### src/rtl/avst_adder_pkg.sv
// Shared parameters, state type and arithmetic helpers for the Avalon-ST packet summer.
package avst_adder_pkg;

    localparam int DEF_DATA_W = 8;
    localparam int DEF_SUM_W  = 16;
    localparam int MAX_SUM_W  = 64;

    typedef enum logic {
        SER_IDLE,
        SER_SEND
    } ser_state_e;

    function automatic int nbeats(input int sum_w, input int data_w);
        return sum_w / data_w;
    endfunction

    function automatic int idx_width(input int n);
        return (n > 1) ? $clog2(n) : 1;
    endfunction

    localparam int DEF_NBEATS = nbeats(DEF_SUM_W, DEF_DATA_W);
    localparam int DEF_IDX_W  = idx_width(DEF_NBEATS);

    // Returns {ovf, sum}; only the low sum_w bits of sum are meaningful.
    function automatic logic [MAX_SUM_W:0] sat_add(
        input logic [MAX_SUM_W-1:0] acc,
        input logic [MAX_SUM_W-1:0] din,
        input int                   sum_w,
        input logic                 saturate
    );
        logic [MAX_SUM_W:0] one;
        logic [MAX_SUM_W:0] full;
        logic [MAX_SUM_W:0] mask;
        logic [MAX_SUM_W:0] res;
        logic               ovf;
        one  = (MAX_SUM_W+1)'(1);
        full = {1'b0, acc} + {1'b0, din};
        mask = (one << sum_w) - one;
        ovf  = (full > mask);
        if (!ovf)
            res = full;
        else if (saturate)
            res = mask;
        else
            res = full & mask;
        return {ovf, res[MAX_SUM_W-1:0]};
    endfunction

endpackage

### src/rtl/avst_sum_serializer.sv
// Drains one SUM_W-bit result as NBEATS Avalon-ST beats, LSB beat first, under full backpressure.
module avst_sum_serializer
    import avst_adder_pkg::*;
#(
    parameter int DATA_W = DEF_DATA_W,
    parameter int SUM_W  = DEF_SUM_W
) (
    input  logic              clk,
    input  logic              reset,
    input  logic              load,
    input  logic [SUM_W-1:0]  load_sum,
    input  logic              load_ovf,
    input  logic              ready_out,
    output logic [DATA_W-1:0] data_out,
    output logic              valid_out,
    output logic              end_out,
    output logic              ovf_out,
    output logic              last_xfer
);

    localparam int NBEATS = nbeats(SUM_W, DATA_W);
    localparam int IDX_W  = idx_width(NBEATS);
    localparam logic [IDX_W-1:0] LAST_IDX = IDX_W'(NBEATS - 1);

    ser_state_e        state;
    ser_state_e        state_next;
    logic [SUM_W-1:0]  sum_q;
    logic              ovf_q;
    logic [IDX_W-1:0]  idx;
    logic [DATA_W-1:0] beat;
    logic              on_last;
    logic              advance;

    always_ff @(posedge clk or posedge reset) begin
        if (reset)
            state <= SER_IDLE;
        else
            state <= state_next;
    end

    // A load always restarts at beat 0, even when it lands on the last beat's transfer.
    always_ff @(posedge clk or posedge reset) begin
        if (reset) begin
            sum_q <= '0;
            ovf_q <= 1'b0;
            idx   <= '0;
        end else if (load) begin
            sum_q <= load_sum;
            ovf_q <= load_ovf;
            idx   <= '0;
        end else if (advance && !on_last) begin
            idx <= idx + 1'b1;
        end
    end

    always_comb begin
        state_next = state;
        beat       = '0;
        for (int k = 0; k < NBEATS; k++) begin
            if (idx == IDX_W'(k))
                beat = sum_q[k*DATA_W +: DATA_W];
        end
        on_last   = (idx == LAST_IDX);
        valid_out = (state == SER_SEND);
        advance   = valid_out && ready_out;
        last_xfer = advance && on_last;
        data_out  = valid_out ? beat : '0;
        end_out   = valid_out && on_last;
        ovf_out   = valid_out && on_last && ovf_q;
        if (load)
            state_next = SER_SEND;
        else if (last_xfer)
            state_next = SER_IDLE;
    end

endmodule

### src/rtl/avst_packet_summer.sv
// Sums every beat of an Avalon-ST packet and emits the result as a multi-beat packet,
// with a one-entry pending buffer so accumulation overlaps the previous drain.
module avst_packet_summer
    import avst_adder_pkg::*;
#(
    parameter int DATA_W   = DEF_DATA_W,
    parameter int SUM_W    = DEF_SUM_W,
    parameter int SATURATE = 0
) (
    input  logic              clk,
    input  logic              reset,
    input  logic [DATA_W-1:0] data_in,
    input  logic              valid_in,
    input  logic              end_in,
    output logic              ready_in,
    output logic [DATA_W-1:0] data_out,
    output logic              valid_out,
    output logic              end_out,
    input  logic              ready_out,
    output logic              ovf_out,
    output logic [15:0]       pkt_count
);

    logic [SUM_W-1:0]   acc;
    logic               ovf_acc;
    logic [SUM_W-1:0]   pend_sum;
    logic               pend_ovf;
    logic               pend_full;

    logic [MAX_SUM_W:0] add_res;
    logic [SUM_W-1:0]   add_sum;
    logic               add_ovf;
    logic               unused_add_bits;

    logic               in_xfer;
    logic               end_xfer;
    logic               direct_load;
    logic               ser_load;
    logic [SUM_W-1:0]   ser_sum;
    logic               ser_ovf;
    logic               ser_last;

    assign ready_in = !pend_full;

    always_comb begin
        add_res         = sat_add(MAX_SUM_W'(acc), MAX_SUM_W'(data_in), SUM_W, SATURATE != 0);
        add_sum         = add_res[SUM_W-1:0];
        add_ovf         = add_res[MAX_SUM_W] | ovf_acc;
        unused_add_bits = ^add_res;

        in_xfer  = valid_in && ready_in;
        end_xfer = in_xfer && end_in;

        // Pending is only ever written while the serializer cannot take the result itself.
        direct_load = end_xfer && (!valid_out || ser_last) && !pend_full;
        ser_load    = direct_load || (ser_last && pend_full);
        ser_sum     = pend_full ? pend_sum : add_sum;
        ser_ovf     = pend_full ? pend_ovf : add_ovf;
    end

    always_ff @(posedge clk or posedge reset) begin
        if (reset) begin
            acc     <= '0;
            ovf_acc <= 1'b0;
        end else if (end_xfer) begin
            acc     <= '0;
            ovf_acc <= 1'b0;
        end else if (in_xfer) begin
            acc     <= add_sum;
            ovf_acc <= add_ovf;
        end
    end

    always_ff @(posedge clk or posedge reset) begin
        if (reset) begin
            pend_full <= 1'b0;
            pend_sum  <= '0;
            pend_ovf  <= 1'b0;
        end else if (end_xfer && !direct_load) begin
            pend_full <= 1'b1;
            pend_sum  <= add_sum;
            pend_ovf  <= add_ovf;
        end else if (ser_last && pend_full) begin
            pend_full <= 1'b0;
        end
    end

    always_ff @(posedge clk or posedge reset) begin
        if (reset)
            pkt_count <= '0;
        else if (ser_last)
            pkt_count <= pkt_count + 16'd1;
    end

    avst_sum_serializer #(
        .DATA_W (DATA_W),
        .SUM_W  (SUM_W)
    ) u_serializer (
        .clk       (clk),
        .reset     (reset),
        .load      (ser_load),
        .load_sum  (ser_sum),
        .load_ovf  (ser_ovf),
        .ready_out (ready_out),
        .data_out  (data_out),
        .valid_out (valid_out),
        .end_out   (end_out),
        .ovf_out   (ovf_out),
        .last_xfer (ser_last)
    );

endmodule

### config.mk
export PLATFORM = sky130hd
export DESIGN_NAME = avst_packet_summer
export DESIGN_NICKNAME = d
export VERILOG_FILES = /design/src/rtl/avst_adder_pkg.sv /design/src/rtl/avst_sum_serializer.sv /design/src/rtl/avst_packet_summer.sv
export SDC_FILE = /design/constraint.sdc
export NUM_CORES = 1
export LEC_CHECK = 0
export BUFFER_PORTS_ARGS = -buffer_cell sky130_fd_sc_hd__buf_4
export CAP_MARGIN = 40
export CORE_MARGIN = 4
export CORE_UTILIZATION = 51
export DETAILED_ROUTE_END_ITERATION = 12
export PLACE_DENSITY_LB_ADDON = 0.12
export REMOVE_ABC_BUFFERS = 1
export SLEW_MARGIN = 20
export SYNTH_ARGS = -nofsm -noshare
export SYNTH_HDL_FRONTEND = slang
export SYNTH_SLANG_ARGS = --single-unit
### constraint.sdc
create_clock -name clk -period 2.43 [get_ports clk]
set_clock_uncertainty 0.15 [all_clocks]
set_input_delay 0.486 -clock clk [delete_from_list [all_inputs] [get_ports clk]]
set_output_delay 0.486 -clock clk [all_outputs]
set_load 0.01 [all_outputs]
==> flow_summary.json, run 1 <==
{
  "cp_slowest_cell": "dfrtp_1",
  "crit_chain": "ha_1, a21o_1, a31o_2, o21ai_1, mux2i_1, o221a_2, o21ai_1",
  "p_leak_nw": 2.138,
  "drt_iter0_drc": 97,
  "grt_use_met3": 0.03168,
  "cp.arrival_ns": 2.36,
  "grt_pass1_vias": 2701,
  "status": "finished clean",
  "areaGrowthSynthToFinish_pct": 21.71,
  "drive_above_1_share": 0.2577,
  "cts_resized": 0,
  "gr-total-overflow": 0,
  "ys_ff_latch": 70,
  "dp.cells": 504,
  "multi_input_area_mm2": 0.001818,
  "io_buffers": 40,
  "drc": 0,
  "power_density_mw_per_mm2": 1118,
  "drv_slew": 0,
  "core_mm2": 0.006869,
  "regArea_mm2": 0.001752,
  "num_vias": 2804,
  "cp_data_required_time_ns": 2.51,
  "postCtsSetupBuffers": 0,
  "dp.final_hpwl_um": 5825,
  "wl_um": 8067,
  "cpLargestDelayFamily": "compound AO/OA/AOI/OAI gates",
  "cts_inserted_buffers": 9,
  "synth_area_per_cell_um2": 10.16,
  "rows": 30,
  "place_congestion": 0.8903,
  "start_util": 0.5311,
  "die_width_um": 92.58,
  "end_kind": "flip-flop",
  "final.setup.tns_ns": 0,
  "fin_nets": 442,
  "path_class": "flip-flop to flip-flop",
  "ant_nets": 0,
  "grt_pass1_wl_um": 13740,
  "grt_util_met2": 0.3009,
  "insertion_delay_ns": 0.35,
  "ys_warn_count": 0,
  "fin_util": 0.6464,
  "critPathMaxStageDelay_ns": 0.39,
  "top_usage_layer": "met1",
  "cts_sinks": 70,
  "grt_max_degree": 71,
  "max_freq_mhz": 438.5,
  "rsz0062_at_grt": "no",
  "postSynthCellCount": 359,
  "clk_pin_slew_worst_paths_ns": 0.08,
  "final.period_utilization": 0.9386,
  "yosysSeqAreaShare": 0.4801,
  "die_y_um": 92.58,
  "wire_per_inst_um": 15.54,
  "hold_ws_ns": 0.05472,
  "antenna_found_initial": 0,
  "fin_crit_ns": 2.281,
  "htreeDepth": 3,
  "tritoncts": "built",
  "io_pins": 41,
  "tightest_slew_ns": 0.5943,
  "synthFlopType": "dfrtp_1",
  "syn-cell-area_mm2": 0.003648,
  "hold_viol": 0,
  "use_met1": 0.3125,
  "setup_viol": 0,
  "path_common_cell": "o21ai_1",
  "synth_edf_count": 0,
  "routed_via_density": 5.403,
  "relSlewSlack": 0.6005,
  "cts-root-buf": "clkbuf_8",
  "cts_hold_repair.buffers": 0,
  "path_max_fanout": 4,
  "worstHoldPathType": "primary input to async pin",
  "antenna_cells": 0,
  "startpoint_type": "flip-flop",
  "cap_violations": 0,
  "cp_num_buf_inv": 0,
  "peakVddDrop_v": 0.0005973,
  "clk_path_buf_depth": 2,
  "totalPowerFinal_mw": 4.966,
  "nFillCells": 571,
  "layout.cells.non_filler": 519,
  "synth.distinct_cells": 49,
  "first_pass_iters": 4,
  "die-area_mm2": 0.008571,
  "async_flop_share": 1.000,
  "grt_usage": 0.2069
}
cell families (layout without fill, tap and decap cells):
kind of cell,after synthesis,after routing,share of synthesized area
muxes,24,24,0.06824
DFF,70,70,0.4801
AOI/OAI and AO/OA,83,83,0.1485
and+or+nand+nor,124,124,0.1704
buffers and inverters,21,85,0.02537
xor gates and xnor gates,27,27,0.07099
adders and majority gates,10,10,0.03635
metrics by stage:
stage	worst slack [ns]	cell area [um^2]
6_report	0.1493	4441
5_1_grt	0.005060	4441
4_1_cts	0.04948	4427
3_5_place_dp	-0.1481	4192
3_3_place_gp	-0.1385	4192
2_1_floorplan	-0.04331	3578
layout by cell type (no fill, tap or decap), drive strengths merged, types with 2 or more instances in the layout:
cell type	synthesis	layout
dfrtp	70	70
buf	8	64
nand2	51	51
o21ai	38	38
xnor2	24	24
mux2i	17	17
a21oi	16	16
nand3	15	15
and3	13	13
nor2	13	13
nor2b	13	13
a22o	9	9
ha	9	9
clkbuf	7	9
mux2	7	7
inv	6	6
a21o	5	5
nand4	4	4
and2	4	4
nor3b	3	3
xor2	3	3
bufinv	0	3
o21a	2	2
nand2b	2	2
o221a	2	2
nand3b	2	2
a31oi	2	2
clkinv	0	2
final cells by class:
type	instances	area share
clock inverter	6	0.02508
timing repair buffer	64	0.1110
multi-input combinational	268	0.4094
sequential	70	0.3945
clock buffer	9	0.02790
inverter	6	0.005072
tap	96	0.02705
worst min-delay path, delay by kind of cell:
kind	cells	cell delay [ns]
buffers and inverters	3	0.49
final timing paths:
| check | from | to | slack [ns] | cells past startpoint |
|---|---|---|---|---|
| max in group asynchronous | reset | u_serializer.sum_q[10] | 1.77 | 3 |
| worst min register to register | pend_sum[9] | pend_sum[9] | 0.33 | 2 |
| worst max-delay path | acc[4] | acc[7] | 0.15 | 7 |
| worst max register to register | acc[4] | acc[7] | 0.15 | 7 |
| min in group clk | ready_out | u_serializer.idx | 0.30 | 3 |
| worst min-delay path | reset | acc[1] | 0.05 | 3 |
cell usage after synthesis, drive strengths merged, types with 5 or more instances:
cell / count / area [um^2]
a21o: 5 / 37.54
a21oi: 16 / 87.59
a22o: 9 / 78.83
and3: 13 / 81.33
buf: 8 / 42.54
clkbuf: 7 / 27.52
dfrtp: 70 / 1752
ha: 9 / 112.6
inv: 6 / 22.52
mux2: 7 / 78.83
mux2i: 17 / 170.2
nand2: 51 / 191.4
nand3: 15 / 75.07
nor2: 13 / 48.80
nor2b: 13 / 83.83
o21ai: 38 / 197.7
xnor2: 24 / 232.7
flip-flops by register name, summed over array words and instances, names as in the netlist:
signal	count
u_serializer.sum_q	16
ovf_acc	1
pend_full	1
u_serializer.ovf_q	1
u_serializer.valid_out	1
pkt_count	16
acc	16
u_serializer.idx	1
pend_ovf	1
pend_sum	16
per-layer routing:
layer / part of all wire / vias to the layer above / wire length [um]
met5: 0 / - / 0
met4: 0.013 / 0 / 108
met3: 0.048 / 9 / 385
met2: 0.44 / 54 / 3576
met1: 0.50 / 1355 / 3996
li1: - / 1386 / -
report_power, final:
| part | leakage, nW | switching, mW | internal (mW) |
|---|---|---|---|
| clock | 0.115 | 0.450 | 0.675 |
| combinational | 1.11 | 1.10 | 0.979 |
| sequential | 0.916 | 0.273 | 1.49 |
(Power assumes the default switching activity.)
==> run 2, diff against run 1 <==
- CELL_PAD_IN_SITES_DETAIL_PLACEMENT: unset -> 0
- CELL_PAD_IN_SITES_GLOBAL_PLACEMENT: unset -> 1
- CORE_UTILIZATION: 51 -> 46
- clock period: 2.43 -> 2.4 ns (I/O delays scaled with it)
==> flow_summary.json, run 2 (synthesis gave the netlist of run 1 again) <==
{
  "status": "finished clean",
  "max_freq_mhz": 433.7,
  "crit_chain": "ha_2, fa_2, a21o_1, a221oi_2, a211oi_2, nand4_1, nor2b_2, a31oi_1",
  "cp_slowest_cell": "dfrtp_1",
  "cts_inserted_buffers": 9,
  "path_class": "flip-flop to flip-flop",
  "first_pass_iters": 4,
  "start_util": 0.4722,
  "drive_above_1_share": 0.2617,
  "clk_pin_slew_worst_paths_ns": 0.07,
  "power_density_mw_per_mm2": 1075,
  "drt_iter0_drc": 111,
  "cp_data_required_time_ns": 2.46,
  "critPathMaxStageDelay_ns": 0.39,
  "dp.final_hpwl_um": 6098,
  "die_width_um": 97.06,
  "postCtsSetupBuffers": 0,
  "wire_per_inst_um": 15.70,
  "fin_util": 0.5727,
  "final.period_utilization": 0.9607,
  "cts_sinks": 70,
  "relSlewSlack": 0.6532,
  "grt_pass1_vias": 2783,
  "wl_met3_um": 306,
  "hold_viol": 0,
  "antenna_found_initial": 0,
  "antenna_cells": 0,
  "cap_violations": 0,
  "core_mm2": 0.007727,
  "drc": 0,
  "p_leak_nw": 2.123,
  "fin_nets": 447,
  "path_max_fanout": 4,
  "grt_max_degree": 65,
  "htreeDepth": 3,
  "die-area_mm2": 0.009421,
  "final_area_mm2": 0.004425,
  "final.setup.tns_ns": 0,
  "peakVddDrop_v": 0.0005256,
  "drv_slew": 0,
  "setup_ws_ns": 0.09429,
  "dp.cells": 514,
  "grt_usage": 0.1856,
  "cts-root-buf": "clkbuf_8",
  "postPlaceCellArea_mm2": 0.004229,
  "final_common_cell": "dfrtp_1",
  "startpoint_type": "flip-flop",
  "cp.arrival_ns": 2.37,
  "areaGrowthSynthToFinish_pct": 21.30,
  "wl_um": 8323,
  "met2_length_um": 3783,
  "totalPowerFinal_mw": 4.758,
  "num_vias": 2787,
  "ant_nets": 0,
  "insertion_delay_ns": 0.34,
  "hold_ws_ns": 0.2876,
  "worstHoldPathType": "primary input to flip-flop",
  "routed_via_density": 5.258,
  "tritoncts": "built",
  "end_kind": "flip-flop",
  "wl_met1_um": 4159,
  "setup_viol": 0,
  "grt_pass1_wl_um": 14070,
  "tightest_slew_ns": 0.5201,
  "die_y_um": 97.06,
  "io_pins": 41,
  "place_congestion": 0.7826,
  "final_cell_mix": "dfrtp_1, buf_4, nand2_1, o21ai_1, xnor2_1",
  "io_buffers": 40,
  "gr-total-overflow": 0,
  "fin_crit_ns": 2.306,
  "rows": 32,
  "layout.cells.non_filler": 530,
  "clk_path_buf_depth": 2,
  "pre_cts_slack_ns": -0.1991,
  "top_layer": "met4"
}
-- run 2: cell types whose count changed in the layout (fill, tap and decap cells not counted), moves of 2 or more --
cell,change
buf_4,+4
bufinv_16,-3
clkbuf_1,+3
clkbuf_8,+2
-- run 2: timing repair --
action,in CTS,in global routing
hold buffers,1,0
pin swaps,1,4
endpoints found under the setup margin,1,16
resized for setup,0,5
hold endpoints to repair,6,0
-- run 2: worst paths after layout --
kind | startpoint | endpoint | slack, ns | depth (start not counted)
setup reg to reg | acc[0] | u_serializer.ovf_q | 0.09 | 8
hold reg to reg | pkt_count[15] | pkt_count[15] | 0.33 | 1
min in group asynchronous | reset | acc[0] | 0.45 | 3
hold / removal | ready_out | u_serializer.idx | 0.29 | 3
max in group asynchronous | reset | acc[2] | 1.07 | 4
setup / recovery | acc[0] | u_serializer.ovf_q | 0.09 | 8
-- run 2: worst max-delay path: cells and delay by family (launching register included) --
family          cells  cell delay [ns]
simple gates        2             0.34
fa+ha+maj           2             0.53
flops               1             0.39
compound gates      4             0.78
-- run 2: metal layers --
metal / GRT usage / vias up
met5: 0 / -
met4: 0.05292 / 0
met3: 0.04379 / 10
met2: 0.2771 / 44
met1: 0.2704 / 1332
li1: - / 1401
-- run 2: area by class of cell --
type,count,area [um^2]
Fill cell,690,3302
Multi-Input combinational cell,268,1823
Sequential cell,70,1752
Timing Repair Buffer,69,533.0
Clock buffer,14,162.7
Tap cell,102,127.6
Inverter,6,22.52
Clock inverter,1,5.005
-- run 2: power breakdown --
part	internal [mW]	switching (mW)	leakage [nW]
logic	1.01	1.12	1.12
clock network	0.426	0.405	0.0865
registers	1.51	0.289	0.916
